File: config.mk
export PLATFORM = sky130hd
export DESIGN_NAME = noc_clk_gate_ctrl
export DESIGN_NICKNAME = d
export VERILOG_FILES = /design/src/rtl/noc_clk_gate_pkg.sv /design/src/rtl/axe_tcl_clk_gating.sv /design/src/rtl/noc_clk_gate_ch.sv /design/src/rtl/noc_clk_gate_ctrl.sv
export SDC_FILE = /design/constraint.sdc
export NUM_CORES = 1
export LEC_CHECK = 0
export CAP_MARGIN = 10
export CORE_ASPECT_RATIO = 1.2
export CORE_UTILIZATION = 60
export DETAILED_ROUTE_END_ITERATION = 12
export GPL_TIMING_DRIVEN = 0
export MAX_ROUTING_LAYER = met4
export PLACE_DENSITY = 0.81
export RECOVER_POWER = 100
export SYNTH_ARGS = -nofsm -noshare
export SYNTH_HDL_FRONTEND = slang
export SYNTH_HIERARCHICAL = 1
export SYNTH_SLANG_ARGS = --single-unit
export TNS_END_PERCENT = 100
File: constraint.sdc
create_clock -name i_clk -period 2.51 [get_ports i_clk]
set_clock_uncertainty 0.05 [all_clocks]
set_input_delay 0.3765 -clock i_clk [delete_from_list [all_inputs] [get_ports i_clk]]
set_output_delay 0.3765 -clock i_clk [all_outputs]
set_load 0.005 [all_outputs]
File: src/rtl/noc_clk_gate_pkg.sv
// Shared types for the NoC clock-gating controller.
package noc_clk_gate_pkg;

    typedef enum logic [1:0] {
        ST_ON    = 2'd0,
        ST_COUNT = 2'd1,
        ST_OFF   = 2'd2,
        ST_WAKE  = 2'd3
    } ch_state_e;

    localparam int WAKE_CNT_W = $clog2(16);

endpackage

File: src/rtl/axe_tcl_clk_gating.sv
// Latch-based integrated clock gate; the test enable bypasses the functional enable.
module axe_tcl_clk_gating (
    input  logic i_clk,
    input  logic i_en,
    input  logic i_test_en,
    output logic o_clk
);

    logic en_l;

    // Transparent while the clock is low so the enable can never cut a high phase short
    always_latch begin
        if (!i_clk) begin
            en_l <= i_en | i_test_en;
        end
    end

    assign o_clk = i_clk & en_l;

endmodule

File: src/rtl/noc_clk_gate_ch.sv
// One gated-clock channel: idle-hysteresis FSM, wake sequencer and its ICG cell.
module noc_clk_gate_ch
    import noc_clk_gate_pkg::*;
#(
    parameter int IDLE_CNT_W  = 8,
    parameter int WAKE_CYCLES = 2
) (
    input  logic                  i_clk,
    input  logic                  i_rst,
    input  logic                  i_test_en,
    input  logic [IDLE_CNT_W-1:0] i_idle_threshold,
    input  logic                  i_idle,
    input  logic                  i_force_on,
    input  logic                  i_wake_req,
    output logic                  o_wake_ack,
    output logic                  o_clk,
    output logic                  o_gated
);

    localparam logic [WAKE_CNT_W-1:0] WAKE_LAST = WAKE_CNT_W'(WAKE_CYCLES - 1);
    localparam logic [IDLE_CNT_W-1:0] CNT_MAX   = {IDLE_CNT_W{1'b1}};
    localparam logic [IDLE_CNT_W-1:0] CNT_ONE   = IDLE_CNT_W'(1'b1);

    ch_state_e               state_q, state_d;
    logic [IDLE_CNT_W-1:0]   idle_cnt_q, idle_cnt_d;
    logic [WAKE_CNT_W-1:0]   wake_cnt_q, wake_cnt_d;
    logic                    en_q, en_d;
    logic                    gated_q, gated_d;
    logic                    ack_q, ack_d;
    logic                    thr_zero_s;
    logic                    idle_ok_s;

    assign thr_zero_s = (i_idle_threshold == {IDLE_CNT_W{1'b0}});
    // A pending wake request blocks every step toward gating
    assign idle_ok_s  = i_idle & ~i_force_on & ~i_wake_req & ~thr_zero_s;

    // Next-state, counter and output decisions for the channel FSM
    always_comb begin
        state_d    = state_q;
        idle_cnt_d = idle_cnt_q;
        wake_cnt_d = wake_cnt_q;
        ack_d      = 1'b0;
        case (state_q)
            ST_ON: begin
                if (idle_ok_s) begin
                    state_d    = ST_COUNT;
                    idle_cnt_d = CNT_ONE;
                end else begin
                    idle_cnt_d = {IDLE_CNT_W{1'b0}};
                    ack_d      = i_wake_req & ~ack_q;
                end
            end
            ST_COUNT: begin
                if (!idle_ok_s) begin
                    state_d    = ST_ON;
                    idle_cnt_d = {IDLE_CNT_W{1'b0}};
                end else if (idle_cnt_q >= i_idle_threshold) begin
                    state_d = ST_OFF;
                end else if (idle_cnt_q != CNT_MAX) begin
                    idle_cnt_d = idle_cnt_q + CNT_ONE;
                end else begin
                    idle_cnt_d = CNT_MAX;
                end
            end
            ST_OFF: begin
                if (i_wake_req | i_force_on | ~i_idle | thr_zero_s) begin
                    state_d    = ST_WAKE;
                    wake_cnt_d = {WAKE_CNT_W{1'b0}};
                end else begin
                    state_d = ST_OFF;
                end
            end
            ST_WAKE: begin
                if (wake_cnt_q >= WAKE_LAST) begin
                    state_d    = ST_ON;
                    wake_cnt_d = {WAKE_CNT_W{1'b0}};
                    ack_d      = i_wake_req;
                end else begin
                    wake_cnt_d = wake_cnt_q + WAKE_CNT_W'(1'b1);
                end
            end
            default: begin
                state_d    = ST_ON;
                idle_cnt_d = {IDLE_CNT_W{1'b0}};
                wake_cnt_d = {WAKE_CNT_W{1'b0}};
            end
        endcase
        en_d    = (state_d != ST_OFF);
        gated_d = (state_d == ST_OFF);
    end

    // Channel state, counters and registered outputs
    always_ff @(posedge i_clk) begin
        if (i_rst) begin
            state_q    <= ST_ON;
            idle_cnt_q <= {IDLE_CNT_W{1'b0}};
            wake_cnt_q <= {WAKE_CNT_W{1'b0}};
            en_q       <= 1'b1;
            gated_q    <= 1'b0;
            ack_q      <= 1'b0;
        end else begin
            state_q    <= state_d;
            idle_cnt_q <= idle_cnt_d;
            wake_cnt_q <= wake_cnt_d;
            en_q       <= en_d;
            gated_q    <= gated_d;
            ack_q      <= ack_d;
        end
    end

    assign o_wake_ack = ack_q;
    assign o_gated    = gated_q;

    axe_tcl_clk_gating u_icg (
        .i_clk     (i_clk),
        .i_en      (en_q),
        .i_test_en (i_test_en),
        .o_clk     (o_clk)
    );

endmodule

File: src/rtl/noc_clk_gate_ctrl.sv
// Multi-channel hysteresis clock-gating controller for NoC sub-domains.
module noc_clk_gate_ctrl
    import noc_clk_gate_pkg::*;
#(
    parameter int NUM_CH      = 4,
    parameter int IDLE_CNT_W  = 8,
    parameter int WAKE_CYCLES = 2
) (
    input  logic                  i_clk,
    input  logic                  i_rst,
    input  logic                  i_test_en,
    input  logic [IDLE_CNT_W-1:0] i_idle_threshold,
    input  logic [NUM_CH-1:0]     i_idle,
    input  logic [NUM_CH-1:0]     i_force_on,
    input  logic [NUM_CH-1:0]     i_wake_req,
    output logic [NUM_CH-1:0]     o_wake_ack,
    output logic [NUM_CH-1:0]     o_clk,
    output logic [NUM_CH-1:0]     o_gated
);

    for (genvar g = 0; g < NUM_CH; g++) begin : g_ch
        noc_clk_gate_ch #(
            .IDLE_CNT_W  (IDLE_CNT_W),
            .WAKE_CYCLES (WAKE_CYCLES)
        ) u_ch (
            .i_clk            (i_clk),
            .i_rst            (i_rst),
            .i_test_en        (i_test_en),
            .i_idle_threshold (i_idle_threshold),
            .i_idle           (i_idle[g]),
            .i_force_on       (i_force_on[g]),
            .i_wake_req       (i_wake_req[g]),
            .o_wake_ack       (o_wake_ack[g]),
            .o_clk            (o_clk[g]),
            .o_gated          (o_gated[g])
        );
    end

endmodule

After elaboration in Yosys (flattened, before gate mapping)
Cells that the tools add are included.

word-level totals
  bits in registers = 68
  latch bits = 4
  input port bits = 23
  logic and storage cells = 222

cells by class
  add/sub/neg operators = 8
  $lt $le $gt $ge = 8
  eq/ne operators = 32
  multiplexer cells = 72
  bitwise gates (word level) = 53
  reduce and logical (&&, ||, !) cells = 21

operators with widths
  operator             count
  $mux 8               12
  $pmux 8 s2           4
  $add 8x1->8 const B  4
  $ge 8x8->1           4
  $mux 2               16
  $mux 4               8
  $ne 8x8->1 const B   4
  $pmux 2 s4           4
  $pmux 4 s2           4
  $eq 2x2->1 const B   12
  $and 1x1->1          20
  $mux 1               20
  $not 1->1            17
  $add 4x1->4 const B  4
  $ge 4x1->1 const B   4
  $or 1x1->1           16
  $reduce_and 2->1     8
  $reduce_bool 2->1    8
  $ne 3x3->1 const B   4
  $eq 2x1->1 const B   4
  $logic_not 2->1      4
  $logic_not 8->1      1
  $ne 2x1->1 const B   4
  $ne 2x2->1 const B   4
  $pmux 1 s2           4

Logic depth before layout (Yosys ltp)
  depth after elaboration = 7
  depth in mapped cells = 8

Cells and area by module
The synthesis kept the hierarchy.

by module, submodules not included
  module                               instances  cells each  area an instance (sq um)  seq. area each (sq um)
  noc_clk_gate_ch at g_ch[0].u_ch ...  3          146         1,267.5                   340.3
  noc_clk_gate_ch at g_ch[3].u_ch      1          156         1,306.3                   340.3
  axe_tcl_clk_gating                   4          3           27.5                      0.0

==> results.py <==
metrics = {
    "placed_design": {
        "dp_hpwl_um": 8910,
        "postPlaceCellArea_um2": 5700,
        "place_inst": 754,
        "place_congestion": 0.919,
        "dpl_worst_slack_ns": -0.582,
        "numPortBuffers": 34,
    },
    "power_and_ir_drop": {
        "power.static_leakage_nw": 2.52,
        "combPwrFrac_pct": 29.6,
        "ir_drop_v": 0.000428,
        "p_int_mw": 2.41,
        "p_total_mw": 3.66,
        "clkPwrFrac_pct": 34.3,
        "power.share.sequential_pct": 36.1,
        "p_sw_mw": 1.25,
        "p_sw_share_pct": 34.2,
        "p_per_area_nw_per_um2": 626,
    },
    "setup_path": {
        "r2r-start": "g_ch[1].u_ch/idle_cnt_q[2]",
        "critPathKind": "latch to output pin",
        "cpLargestDelayFamily": "latches",
        "start_kind": "latch",
        "cp-startpoint": "g_ch[0].u_ch/u_icg/en_l",
        "crit_chain": "and2_4 > buf_6",
        "cp_max_fo": 1,
        "end_kind": "output pin",
        "cp.required_ns": 2.08,
        "worstPathArrival_ns": 2.33,
        "path_buf_inv": 1,
        "worst_path_largest_cell_delay_ns": 0.41,
        "cpMaxStageDelayCell": "dlxtn_2",
    },
    "timing": {
        "slew_headroom_pct": 32.8,
        "finalSetupViolCount": 9,
        "hold_violations": 0,
        "rsz0062_at_grt": "true",
        "worst_pin_slew_ns": 1.01,
        "hold_slack_ns": 0.437,
        "fin_ws_ns": -0.242,
        "drv_slew": 0,
    },
    "clocking": {
        "cts.clk_slew.worst_paths_ns": 0.07,
        "cts_tree": "done",
        "clock_latency_ns": 0.45,
        "cts_hold_buffers": 0,
    },
    "run": {
        "cap_violations": 0,
    },
    "synthesis": {
        "ys_top_cells_by_count": "inv_1 (70), dfxtp_1 (68), ha_1 (64)",
        "synth.most_common_cell": "inv_1",
        "syn_inst": 606,
        "synth_edf_count": 0,
        "postSynthNetCount": 693,
        "synth_top_area_share_pct": 26.1,
        "syn_area_um2": 5220,
        "async_flop_share_pct": 0,
        "yosys-top-cells-area": "dfxtp_1 (26%), ha_1 (15%), inv_1 (5.0%)",
        "yosys.area.top_type": "dfxtp_1",
        "syn_avg_cell_area_um2": 8.61,
        "synth-main-ff-cell": "dfxtp_1",
        "ys_ff_latch": 72,
        "ys_types": 65,
        "ys_warn_count": 6,
    },
    "outcome": {
        "violations": "setup timing",
        "status": "complete, but fails checks",
    },
    "global_route": {
        "overflow": 0,
        "grt_pass1_wl_um": 20600,
        "grt_pass1_vias": 4628,
        "grt_util_all_layers_pct": 28.9,
        "grt_max_degree": 14,
        "grt_antenna_before_repair": 0,
    },
    "layout": {
        "finalNonFillerCells": 774,
        "layout-drive-gt1-share_pct": 10.2,
        "syn2layout_area_growth_pct": 12.1,
        "final_nets": 742,
        "finalInstanceArea_um2": 5850,
        "diodes": 0,
    },
    "floorplan": {
        "fp-row-count": 36,
        "dieWidth_um": 87.1,
        "initial_core_util_pct": 63.0,
        "core_area_um2": 8290,
        "die-area_um2": 9080,
        "ios": 35,
        "fp.dieH_um": 104,
    },
    "route": {
        "via_per_inst": 6.04,
        "drt_iter0_markers": 230,
        "wl_per_cell_um": 15.6,
        "dr.pass1.iters": 4,
        "routed_wl_um": 12000,
        "vias": 4676,
        "postRouteAntennaNets": 0,
        "drc": 0,
    },
    "min_path": {
        "hold_start": "g_ch[0].u_ch/wake_cnt_q[3]",
        "hold_path.class": "flip-flop to flip-flop",
    },
}
-- cell families (layout without fill, tap and decap cells) --
family	after synthesis	in the layout	synth area share, %
buf+inv	80	134	5.92
simple gates	227	227	26.0
fa+ha+maj	64	64	15.3
flops	68	68	26.1
latches	4	4	1.15
mux	13	13	2.66
compound gates	150	150	22.8
-- final cells by class --
type	instances	area [um^2]
buffer	9	42.5
clock buffer	20	254
clock inverter	4	26.3
fill	678	2440
inverter	71	267
multi-input combinational	454	3390
sequential	72	1420
tap	114	143
timing repair buffer	30	304
-- registers in the layout, indices dropped and copies added (netlist names) --
signal / count
g_ch.u_ch/u_icg/en_l: 4
g_ch.u_ch/idle_cnt_q: 32
g_ch.u_ch/state_q: 8
g_ch.u_ch/o_wake_ack: 4
g_ch.u_ch/en_q: 4
g_ch.u_ch/o_gated: 4
g_ch.u_ch/wake_cnt_q: 16
-- stage by stage --
stage          util (%)  setup TNS [ns]
2_1_floorplan         -               0
6_report           70.6          -0.905
4_1_cts            71.6          -0.969
3_5_place_dp       68.8          -19.15
5_1_grt            70.6           -3.04
3_3_place_gp       68.8          -15.96
-- worst paths after layout --
kind                                endpoint  slack (ns)  depth (start not counted)
setup / recovery                    o_clk[0]       -0.24                          2
hold / removal    g_ch[0].u_ch/wake_cnt_q[3]        0.44                          1
setup reg to reg  g_ch[1].u_ch/idle_cnt_q[6]       -0.01                          6
hold reg to reg   g_ch[0].u_ch/wake_cnt_q[3]        0.44                          1
-- placed cells by master, fill, tap and decap left out, types with 4 or more instances in the layout --
cell	synthesis	final
inv_1	70	70
dfxtp_1	68	68
ha_1	64	64
nor2_1	51	51
nand2_1	41	41
a21oi_1	26	29
nand3_1	28	28
and3_1	26	26
o21ai_0	12	16
clkbuf_8	0	14
o21ai_1	18	14
nand4_1	14	14
clkdlybuf4s50_1	0	12
o22ai_1	10	10
dlygate4sd3_1	0	10
clkbuf_1	7	9
a211oi_1	7	8
and2_1	11	8
mux2i_1	8	8
o211ai_1	8	8
or3_1	7	7
o21a_1	6	7
nor4b_2	6	6
nor3b_1	6	6
nor3_1	6	6
a31oi_1	6	6
nor4_4	6	5
a2111oi_1	3	5
dlymetal6s2s_1	0	5
nor4_1	3	4
a21o_1	4	4
-- timing repair --
action | CTS | global route
setup endpoints to repair | 12 | 46
setup buffers | 0 | 0
gates resized for setup | 21 | 9
-- power groups by stage --
stage / Sequential [mW] / Combinational [mW] / Clock (mW)
after CTS: 1.32 / 1.11 / 1.26
after global routing: 1.33 / 1.20 / 1.35
after floorplan: 1.33 / 0.782 / 0.0624
final: 1.32 / 1.08 / 1.26
after detailed placement: 1.34 / 1.10 / 0.179
after global placement: 1.34 / 1.07 / 0.179
-- routing by layer --
metal	vias to the layer above	share of wire [%]	track usage (%)
met5	-	0	-
met4	0	1.7	11.1
met3	29	4.9	5.71
met2	144	50	48.1
met1	2188	43	34.0
li1	2315	-	-
Note: power is estimated with default switching activity, not from simulation.
